## config.mk

```make
export PLATFORM = sky130hd
export DESIGN_NAME = background_fx
export DESIGN_NICKNAME = d
export VERILOG_FILES = /design/src/rtl/background_fx.sv
export SDC_FILE = /design/constraint.sdc
export NUM_CORES = 1
export LEC_CHECK = 0
export CAP_MARGIN = 20
export CORE_AREA = 2 2 42 83
export CTS_BUF_LIST = sky130_fd_sc_hd__clkbuf_4 sky130_fd_sc_hd__clkbuf_8
export CTS_CLUSTER_SIZE = 8
export DETAILED_ROUTE_END_ITERATION = 16
export DIE_AREA = 0 0 44 85
export PLACE_DENSITY = 0.64
export SLEW_MARGIN = 30
export SYNTH_ARGS = -nofsm -noshare
export SYNTH_HDL_FRONTEND = slang
export SYNTH_SLANG_ARGS = --single-unit
```

## constraint.sdc

```tcl
create_clock -name clk -period 1.8 [get_ports clk]
set_clock_uncertainty 0.15 [all_clocks]
set_input_delay 0.36 -clock clk [delete_from_list [all_inputs] [get_ports clk]]
set_output_delay 0.36 -clock clk [all_outputs]
set_load 0.01 [all_outputs]
```

## src/rtl/background_fx.sv

```systemverilog
// background_fx: registered Pong playfield background layer.
// Draws a border and a centre dashed net, scrolls the net once per frame in
// mode 3, and blinks the border for a fixed number of frames after a goal.
module background_fx #(
    parameter int          WIDTH        = 640,
    parameter int          HEIGHT       = 480,
    parameter int          LINE         = 5,
    parameter int          NET_WIDTH    = 4,
    parameter int          DASH         = 16,
    parameter int          GAP          = 16,
    parameter logic [2:0]  COLOR        = 3'b001,
    parameter logic [2:0]  NET_COLOR    = 3'b111,
    parameter logic [2:0]  FLASH_COLOR  = 3'b100,
    parameter int          FLASH_FRAMES = 60,
    parameter int          BLINK_PERIOD = 8
) (
    input  logic       clk,
    input  logic       reset_n,
    input  logic [9:0] row,
    input  logic [9:0] col,
    input  logic       frame_start,
    input  logic       goal,
    input  logic [1:0] mode,
    output logic       flashing,
    output logic [2:0] rgb
);

    localparam int PERIOD = DASH + GAP;
    localparam int OFF_W  = $clog2(PERIOD);
    localparam int FC_W   = $clog2(FLASH_FRAMES + 1);
    localparam int BC_W   = $clog2(BLINK_PERIOD + 1);

    // Screen geometry as 10-bit constants so every compare is width-matched.
    localparam logic [9:0] W_LIM     = 10'(WIDTH);
    localparam logic [9:0] H_LIM     = 10'(HEIGHT);
    localparam logic [9:0] TOP_END   = 10'(LINE);
    localparam logic [9:0] BOT_START = 10'(HEIGHT - LINE);
    localparam logic [9:0] RIGHT_ST  = 10'(WIDTH - LINE);
    localparam logic [9:0] NET_LO    = 10'(WIDTH / 2 - NET_WIDTH / 2);
    localparam logic [9:0] NET_HI    = 10'(WIDTH / 2 - NET_WIDTH / 2 + NET_WIDTH);
    localparam logic [OFF_W:0]  DASH_W   = (OFF_W + 1)'(DASH);
    localparam logic [FC_W-1:0] FC_LAST  = FC_W'(FLASH_FRAMES - 1);
    localparam logic [BC_W-1:0] BC_LAST  = BC_W'(BLINK_PERIOD - 1);

    // Parameter sanity: the net phase relies on a power-of-two wrap.
    if (PERIOD < 2 || (PERIOD & (PERIOD - 1)) != 0) begin : g_bad_period
        $error("background_fx: DASH+GAP must be a power of two");
    end
    if (FLASH_FRAMES < 1 || BLINK_PERIOD < 1) begin : g_bad_flash
        $error("background_fx: FLASH_FRAMES and BLINK_PERIOD must be at least 1");
    end

    typedef enum logic {IDLE, FLASH} state_t;

    state_t          state, state_nxt;
    logic [FC_W-1:0] frame_cnt, frame_cnt_nxt;
    logic [BC_W-1:0] blink_cnt, blink_cnt_nxt;
    logic            phase, phase_nxt;
    logic [OFF_W-1:0] offset, offset_nxt;
    logic [OFF_W-1:0] net_phase;
    logic            in_border, in_net;
    logic [2:0]      border_color, pixel;

    // Region decode; the net phase sum wraps in OFF_W bits by construction.
    assign net_phase    = row[OFF_W-1:0] + offset;
    assign in_border    = (row < TOP_END) || (row >= BOT_START) ||
                          (col < TOP_END) || (col >= RIGHT_ST);
    assign in_net       = (col >= NET_LO) && (col < NET_HI) &&
                          ({1'b0, net_phase} < DASH_W);
    assign border_color = (state == FLASH && phase) ? FLASH_COLOR : COLOR;
    assign flashing     = (state == FLASH);

    // Pixel priority: blank/off-screen, then border, then net.
    always_comb begin
        // NOTE: a default before any branch keeps this purely combinational;
        // a path that skips the assignment would infer a latch.
        pixel = 3'b000;
        if (mode == 2'd0 || row >= H_LIM || col >= W_LIM) begin
            pixel = 3'b000;
        end else if (in_border) begin
            pixel = border_color;
        end else if (mode[1] && in_net) begin
            pixel = NET_COLOR;
        end
    end

    // Next-state for the flash FSM, its counters and the net scroll offset.
    always_comb begin
        state_nxt     = state;
        frame_cnt_nxt = frame_cnt;
        blink_cnt_nxt = blink_cnt;
        phase_nxt     = phase;
        offset_nxt    = offset;

        if (mode == 2'd3 && frame_start) begin
            offset_nxt = offset + 1'b1;
        end

        case (state)
            IDLE: begin
                if (goal) begin
                    state_nxt     = FLASH;
                    frame_cnt_nxt = '0;
                    blink_cnt_nxt = '0;
                    phase_nxt     = 1'b1;
                end
            end
            FLASH: begin
                // A goal restarts the sequence and swallows a coincident frame_start.
                if (goal) begin
                    frame_cnt_nxt = '0;
                    blink_cnt_nxt = '0;
                    phase_nxt     = 1'b1;
                end else if (frame_start) begin
                    frame_cnt_nxt = frame_cnt + 1'b1;
                    if (frame_cnt == FC_LAST) begin
                        state_nxt = IDLE;
                    end
                    if (blink_cnt == BC_LAST) begin
                        blink_cnt_nxt = '0;
                        phase_nxt     = ~phase;
                    end else begin
                        blink_cnt_nxt = blink_cnt + 1'b1;
                    end
                end
            end
            default: state_nxt = IDLE;
        endcase
    end

    // State register with synchronous active-low reset.
    always_ff @(posedge clk) begin
        // NOTE: sequential state uses non-blocking assignments so every
        // register samples the pre-edge values of the others.
        if (!reset_n) begin
            state     <= IDLE;
            frame_cnt <= '0;
            blink_cnt <= '0;
            phase     <= 1'b1;
            offset    <= '0;
            rgb       <= 3'b000;
        end else begin
            state     <= state_nxt;
            frame_cnt <= frame_cnt_nxt;
            blink_cnt <= blink_cnt_nxt;
            phase     <= phase_nxt;
            offset    <= offset_nxt;
            rgb       <= pixel;
        end
    end

endmodule

```

Yosys cells after proc, flatten, opt, wreduce, memory -nomap -nowiden --
Index checks and enable logic that the tools add are counted.
Word-level totals: word-level logic and storage cells 64, register bits after elaboration 20, bits in latches 0, memory bits (read-only) 0, bits in writable memories 0, memories 0
Cells by class: divide/modulo/power cells 0, equal/unequal tests 6, bitwise logic cells 3, magnitude comparators 9, multipliers 0, reductions and logical operators 14, muxes and demuxes 22, add/sub/neg operators 4, shift-type cells 0
Operators by type and width (count):
- $ge 10x9->1 const B | 3
- $ge 10x10->1 const B | 2
- $lt 10x3->1 const B | 2
- $mux 6 | 3
- $mux 4 | 4
- $pmux 6 s2 | 1
- $lt 10x9->1 const B | 1
- $mux 3 | 3
- $mux 1 | 8
- $pmux 4 s2 | 1
- $add 6x1->6 const B | 1
- $eq 6x6->1 const B | 1
- $add 5x1->5 const B | 1
- $add 5x5->5 | 1
- $logic_and 1x1->1 | 5
- $logic_or 1x1->1 | 5
- $lt 5x5->1 const B | 1
- $add 4x1->4 const B | 1
- $eq 4x3->1 const B | 1
- $pmux 1 s2 | 2
- $ne 3x2->1 const B | 1
- $ne 3x3->1 const B | 1
- $not 1->1 | 3
- $reduce_and 3->1 | 1
- 5 further kinds | 5

Longest topological paths before layout --
Gate-level depths: netlist (run 1).
depth in word-level cells 6, gate-level depth with buffers 6

Worst setup path after synthesis (run 1) --
OpenSTA, ideal clock, no wires.
path kind input to register, start point input port row[1], end point register rgb[0], arrival time 1.449 ns, stages 6, slack 0.132 ns, data required time 1.581 ns, path through ha_1 nand3_1 a22oi_1 xnor2_1 or4_4 o21ai_1
Between the ends: longest elaborated chain between the ends 6, elaborated cells between the ends (all ways) 15
Ends and longest elaborated chain:
- start: declaration | RTL line 19 | input logic [9:0] row,
- $add 5x5->5 | RTL line 65 | assign net_phase = row[OFF_W-1:0] + offset;
- $lt 5x5->1 | RTL line 69 | ({1'b0, net_phase} < DASH_W);
- $logic_and 1x1->1 | RTL line 68 | assign in_net = (col >= NET_LO) && (col < NET_HI) &&
- $logic_and 1x1->1 | RTL line 82 | end else if (mode[1] && in_net) begin
- $mux 3 | RTL line 82
- $mux 3 | RTL line 80 | end else if (in_border) begin
- end signal: assignment | RTL line 148 | rgb <= pixel;
- end: declaration | RTL line 25 | output logic [2:0] rgb
Parallel ways exist; a longest one is shown, timed or not. A chain may end at the register's enable or synchronous reset.

Worst setup path after layout (run 1) --
start point input port reset_n, end point register rgb[0]
Between the ends: longest elaborated chain between the ends 2
Ends and longest elaborated chain:
- start: declaration | RTL line 18 | input logic reset_n,
- $not 1->1 (no source line)
- $reduce_or 2->1 (no source line)
Every way passes these cells.

==> results.json, run 1 <==
{
  "port_buffers": 29,
  "netlist_area_um2": 1080,
  "grt_pass1_vias": 1109,
  "via_per_inst": 5.25,
  "setup_violations": 0,
  "yosysWarningCount": 0,
  "cts_buffer_depth": 2,
  "track_usage": 0.158,
  "clk_latency_ns": 0.26,
  "max_cap_viol_count": 0,
  "maximum_fanout_encountered_on_the_critical_timing_path": 3,
  "worst_r2r_endpoint": "rgb[0]$_SDFF_PP0_",
  "drv_slew": 0,
  "max_ir_drop_vdd_uv": 509,
  "dp_cells": 195,
  "finalNonFillerCells": 201,
  "ys_seq_elements": 20,
  "fin_crit_sh": 0.990,
  "vias": 1056,
  "post_synth_xor_area_fraction": 0.114,
  "synth_cell_types": 35,
  "grt_setup_unrepaired": "no",
  "post_synthesis_cells": 121,
  "synth_top_family_by_area": "simple AND/OR/NAND/NOR gates",
  "total_power_mw": 1.05,
  "met1_length_um": 929,
  "finalHoldViolCount": 0,
  "post_synth_main_area_contributors": "dfxtp_1 37%, ha_1 7.0%, xnor2_1 5.7%",
  "routed-wl-met2_um": 1630,
  "grt_max_degree": 13,
  "synth_area_per_cell_um2": 8.91,
  "diode_count": 0,
  "cp.required_ns": 1.85,
  "clock-root-buffer": "clkbuf_8",
  "r2r-start": "offset[2]$_SDFFE_PN0P_",
  "run_status": "completed",
  "place_congestion": 0.826,
  "synth_top_cell_by_area": "dfxtp_1",
  "core_um2": 3120,
  "worst_slack_ns": 0.0183,
  "power_report.internal_total_mw": 0.830,
  "post_route_cells_drive_above_1_share": 0.229,
  "post_synthesis_share_of_cell_area_spent_on_and_or_nand_and_nor_gates": 0.323,
  "std_cell_rows": 29,
  "tritoncts": "built",
  "timing_worst_setup_path_type": "in -> reg",
  "overflow": 0,
  "post_synth_mux_area_share": 0.00928,
  "cts.clk_slew.worst_paths_ns": 0.07,
  "synth_edf_count": 0,
  "met3_wl_post_dr_um": 97,
  "top_level_ports": 30,
  "ant_nets": 0,
  "cts_made_buffers": 3,
  "layout_net_count": 203,
  "die_height_um": 85,
  "initial_drc_count": 8,
  "power.share.clock": 0.426,
  "cts.sink_count": 20,
  "routed.top_layer": "met4",
  "fin_util": 0.532,
  "initial_core_utilization": 0.346,
  "whs_path_depth": 2,
  "area_growth_from_synthesis_to_final_layout_pct": 53.9,
  "yosysTopAreaCellShare": 0.371,
  "sw_frac_of_total": 0.206,
  "wire_length_of_the_first_global_routing_pass_um": 4520,
  "area.sequential_um2": 400,
  "crit_path_end_kind": "flop",
  "hpwl_um": 2230,
  "firstDrtPassIters": 4,
  "reg2reg_setup_slack_ns": 0.09,
  "synth-main-ff-cell": "dfxtp_1",
  "worst_hold_path.endpoint": "blink_cnt[1]$_SDFFE_PN0P_",
  "die_w_um": 44,
  "multiInputGateArea_um2": 711,
  "netlist_top_cells_count": "20 x dfxtp_1, 8 x nand2_1, 8 x nand3_1, 8 x nor2_1",
  "worst_margin_slew_ns": 0.278,
  "r2r_cells": 6,
  "cts_htree_levels": 1,
  "synthesis.nets": 153,
  "seqPwrFrac": 0.435,
  "power.static_leakage_nw": 0.731,
  "power.combinational.fraction": 0.139,
  "worst_hold_path_type": "reg -> reg",
  "cts-hold-fix-buffers": 0,
  "die_area_um2": 3740,
  "clock.fmax_mhz": 561,
  "routed_wirelength_um": 2710,
  "hold_start": "blink_cnt[1]$_SDFFE_PN0P_",
  "cp.arrival_ns": 1.83,
  "synth_compound_gate_area_share": 0.0998,
  "final.min_clock_period_ns": 1.78,
  "critical_path.startpoint": "reset_n",
  "synth.most_common_cell": "dfxtp_1",
  "p_sw_mw": 0.215,
  "synth.yosys.seq_area_share": 0.371,
  "routed_wire_length_per_instance_um": 13.5,
  "timing.max_slew.rel_slack": 0.814,
  "detail_route.drc_violations": 0,
  "ys_async_sr_fraction": 0,
  "finalHoldWorstSlack_ns": 0.343,
  "fillers": 301,
  "power-per-cell-area_nw_per_um2": 630,
  "synth-adder-area-share": 0.0696,
  "grt_antenna_before_repair": 0,
  "preCtsSetupSlack_ns": -0.458,
  "cp-start-kind": "input pin"
}
area by class of cell:
cell class | instances | area share
Timing Repair Buffer | 47 | 0.260
Clock inverter | 1 | 0.0181
Tap cell | 31 | 0.0234
Sequential cell | 20 | 0.241
Inverter | 2 | 0.00452
Multi-Input combinational cell | 97 | 0.428
Clock buffer | 3 | 0.0249
cell usage in the layout, fill, tap and decap left out, types with 4 or more instances in the layout:
cell	count
ha_1	6
xnor2_1	7
xor2_1	7
a21oi_1	5
nand2_1	8
o21ai_0	4
buf_4	18
clkdlybuf4s50_1	10
dlygate4sd2_1	11
nand3_1	6
nor2_1	8
dfxtp_1	20
dlymetal6s2s_1	8
nand4_1	5
and2_1	5
worst max path at each step:
stage                     slack [ns]  cells past startpoint                end
final                           0.02                      5  rgb[0]$_SDFF_PP0_
after global routing           0.002                      5  rgb[0]$_SDFF_PP0_
after CTS                       0.01                      5  rgb[0]$_SDFF_PP0_
after detailed placement       -0.46                      7  rgb[2]$_SDFF_PP0_
after global placement         -0.42                      7  rgb[0]$_SDFF_PP0_
after floorplan                 0.13                      6  rgb[0]$_SDFF_PP0_
cells by family (layout without fill, tap and decap cells):
kind of cell               count (synthesis)  after routing
buffers and inverters                      4             53
muxes                                      1              1
AOI/OAI and AO/OA                         19             19
adders and majority gates                  6              6
xor gates and xnor gates                  14             14
and+or+nand+nor                           57             57
DFF                                       20             20
critical path: stages:
cell             delay (ns)
clkdlybuf4s50_1        0.49
and4bb_2               0.26
o211ai_1               0.10
or4_4                  0.54
o21ai_1                0.08
metal layers:
metal,GRT usage,vias up
met4,0.0744,0
met1,0.141,489
met3,0.0170,5
met5,0,-
li1,-,532
met2,0.320,30
per-stage QoR:
step / setup TNS, ns / area (µm²)
5_1_grt: 0 / 1660
3_5_place_dp: -2.08 / 1520
3_3_place_gp: -1.90 / 1520
6_report: 0 / 1660
2_1_floorplan: 0 / 1080
4_1_cts: 0 / 1610
sequential cells by signal (all words and copies together), names as in the netlist:
name	cells
offset	5
blink_cnt	4
rgb	3
phase	1
frame_cnt	6
flashing	1
power by group through the flow:
| stage | combinational (mW) | sequential, mW | clock [mW] |
|---|---|---|---|
| after floorplan | 0.0431 | 0.465 | 0 |
| after global placement | 0.144 | 0.464 | 0 |
| after detailed placement | 0.148 | 0.465 | 0 |
| after CTS | 0.143 | 0.454 | 0.458 |
| after global routing | 0.160 | 0.455 | 0.475 |
| final | 0.145 | 0.455 | 0.445 |
what timing repair did:
action / CTS / global route
gates resized for setup: 19 / 12
pin swaps: 9 / 5
setup buffers: 1 / 1
endpoints found under the setup margin: 3 / 3
No activity file was read; power rests on OpenSTA's default activity.
==> run 2: changes to the inputs <==
Settings changed: TNS_END_PERCENT set to 100.
==> results of run 2 <==
Same layout as run 1: the final DEF is identical, and so are final timing and power.
==> patch (flow settings as in run 1) <==
Compare `blink_cnt` against `BC_LAST` with >= in place of ==.
--- a/src/rtl/background_fx.sv
+++ b/src/rtl/background_fx.sv
@@ -117,5 +117,5 @@
                         state_nxt = IDLE;
                     end
-                    if (blink_cnt == BC_LAST) begin
+                    if (blink_cnt >= BC_LAST) begin
                         blink_cnt_nxt = '0;
                         phase_nxt     = ~phase;
Formal check against the unedited RTL: same outputs for any inputs over 10 cycles, from zero or initial values and one cycle with reset_n low; that may be too few to reach the edited logic, so the function may still have changed.
==> patch against run 1 <==
  * The run now ends with setup timing left
  * Clock power decreased by 35%
  * Routed wire length decreased by 1.6%
  * Synthesized area decreased by 0.46%
  * Design area decreased by 1.1%
  * Global-route usage decreased by 1.2 points
  * Worst hold slack got worse by 0.0061 ns
  * Sequential cell count unchanged
  * Power decreased by 14%
  * Setup slack got worse by 0.076 ns
  * Critical path type unchanged
  * Largest cell class unchanged
  * Highest routed layer unchanged
==> patch: results (changes against run 1) <==
post-cts resize count=22 (was 19); outcome=complete, but fails checks (was completed); setup tns final=-0.129 ns (was 0 ns); bufs w/o clock=43 (was 47); Synth Net Count=154 (was 153); pre-CTS worst setup slack=-0.453 ns (was -0.458 ns); Seq. cell area=404 µm² (was 400 µm²); area of the multi-input gates=764 µm² (was 711 µm²); Vias=1045 (was 1056); share of cells above drive strength 1=0.253 (was 0.229); Compound-Gate Fraction of Synth Area=0.132 (was 0.0998); Synth area leaders=dfxtp_1 37%, ha_1 7.0%, xnor2_1 4.9% (was dfxtp_1 37%, ha_1 7.0%, xnor2_1 5.7%); number of global-route vias before repair=1103 (was 1109); Multi-In Gates=98 (was 97); Post-Route WL=2.67 mm (was 2.71 mm); post-synthesis mux area share=0.0186 (was 0.00928); Synth Area in XOR/XNOR=0.0897 (was 0.114); Final WS setup=-0.0579 ns (was 0.0183 ns); adder-cell share of the synthesized area=0.0699 (was 0.0696); failing checks=setup timing; final setup vio count=3 (was 0); non-clock buffer area fraction after layout=0.235 (was 0.260); Total GRT Usage=0.146 (was 0.158); number of fillers in the final layout=304 (was 301); post-route insts no fill=197 (was 201); met2 wire len=1.61 mm (was 1.63 mm); VDD IR-drop max=0.000509 V (about the same)
[patch: kinds of logic (layout without fill, tap and decap cells)]
group	after synthesis	after routing
buffers and inverters	4	48
AND/OR/NAND/NOR	56	56
XOR/XNOR	11	11
adder cells (fa/ha/maj)	6	6
AO/OA/AOI/OAI	23	23
flip-flops	20	20
multiplexers	2	2
[patch: where the power goes]
| group | leakage (nW) | switching, W | total [W] | internal [W] |
|---|---|---|---|---|
| Clock | 0.0216 | 0.000140 | 0.000289 | 0.000149 |
| Combinational | 0.474 | 0.0000653 | 0.000151 | 0.0000858 |
| Sequential | 0.163 | 0.00000721 | 0.000456 | 0.000448 |
| Total | 0.659 | 0.000213 | 0.000896 | 0.000683 |
[patch: final timing paths]
kind,startpoint,end,slack [ns],depth (start not counted)
worst min register to register,blink_cnt[3]$_SDFFE_PN0P_,blink_cnt[3]$_SDFFE_PN0P_,0.34,2
worst max-delay path,row[4],rgb[2]$_SDFF_PP0_,-0.06,6
worst min-delay path,blink_cnt[3]$_SDFFE_PN0P_,blink_cnt[3]$_SDFFE_PN0P_,0.34,2
worst max register to register,offset[1]$_SDFFE_PN0P_,rgb[2]$_SDFF_PP0_,0,6
[patch: critical path, stage by stage]
cell and delay, ns:
clkdlybuf4s50_1 0.46, buf_4 0.17, xnor2_2 0.13, xnor2_1 0.13
or4_4 0.57, o31ai_4 0.07
[patch: through the flow]
stage                     instance area, µm²   util  hold WS (ns)  total power (W)
final                                   1640  0.526         0.337         0.000896
after CTS                               1570  0.503         0.337         0.000900
after detailed placement                1490  0.477         0.324         0.000612
after global placement                  1490  0.477         0.321         0.000607
after global routing                    1640  0.526         0.369         0.000939
after floorplan                         1070      -         0.308         0.000512
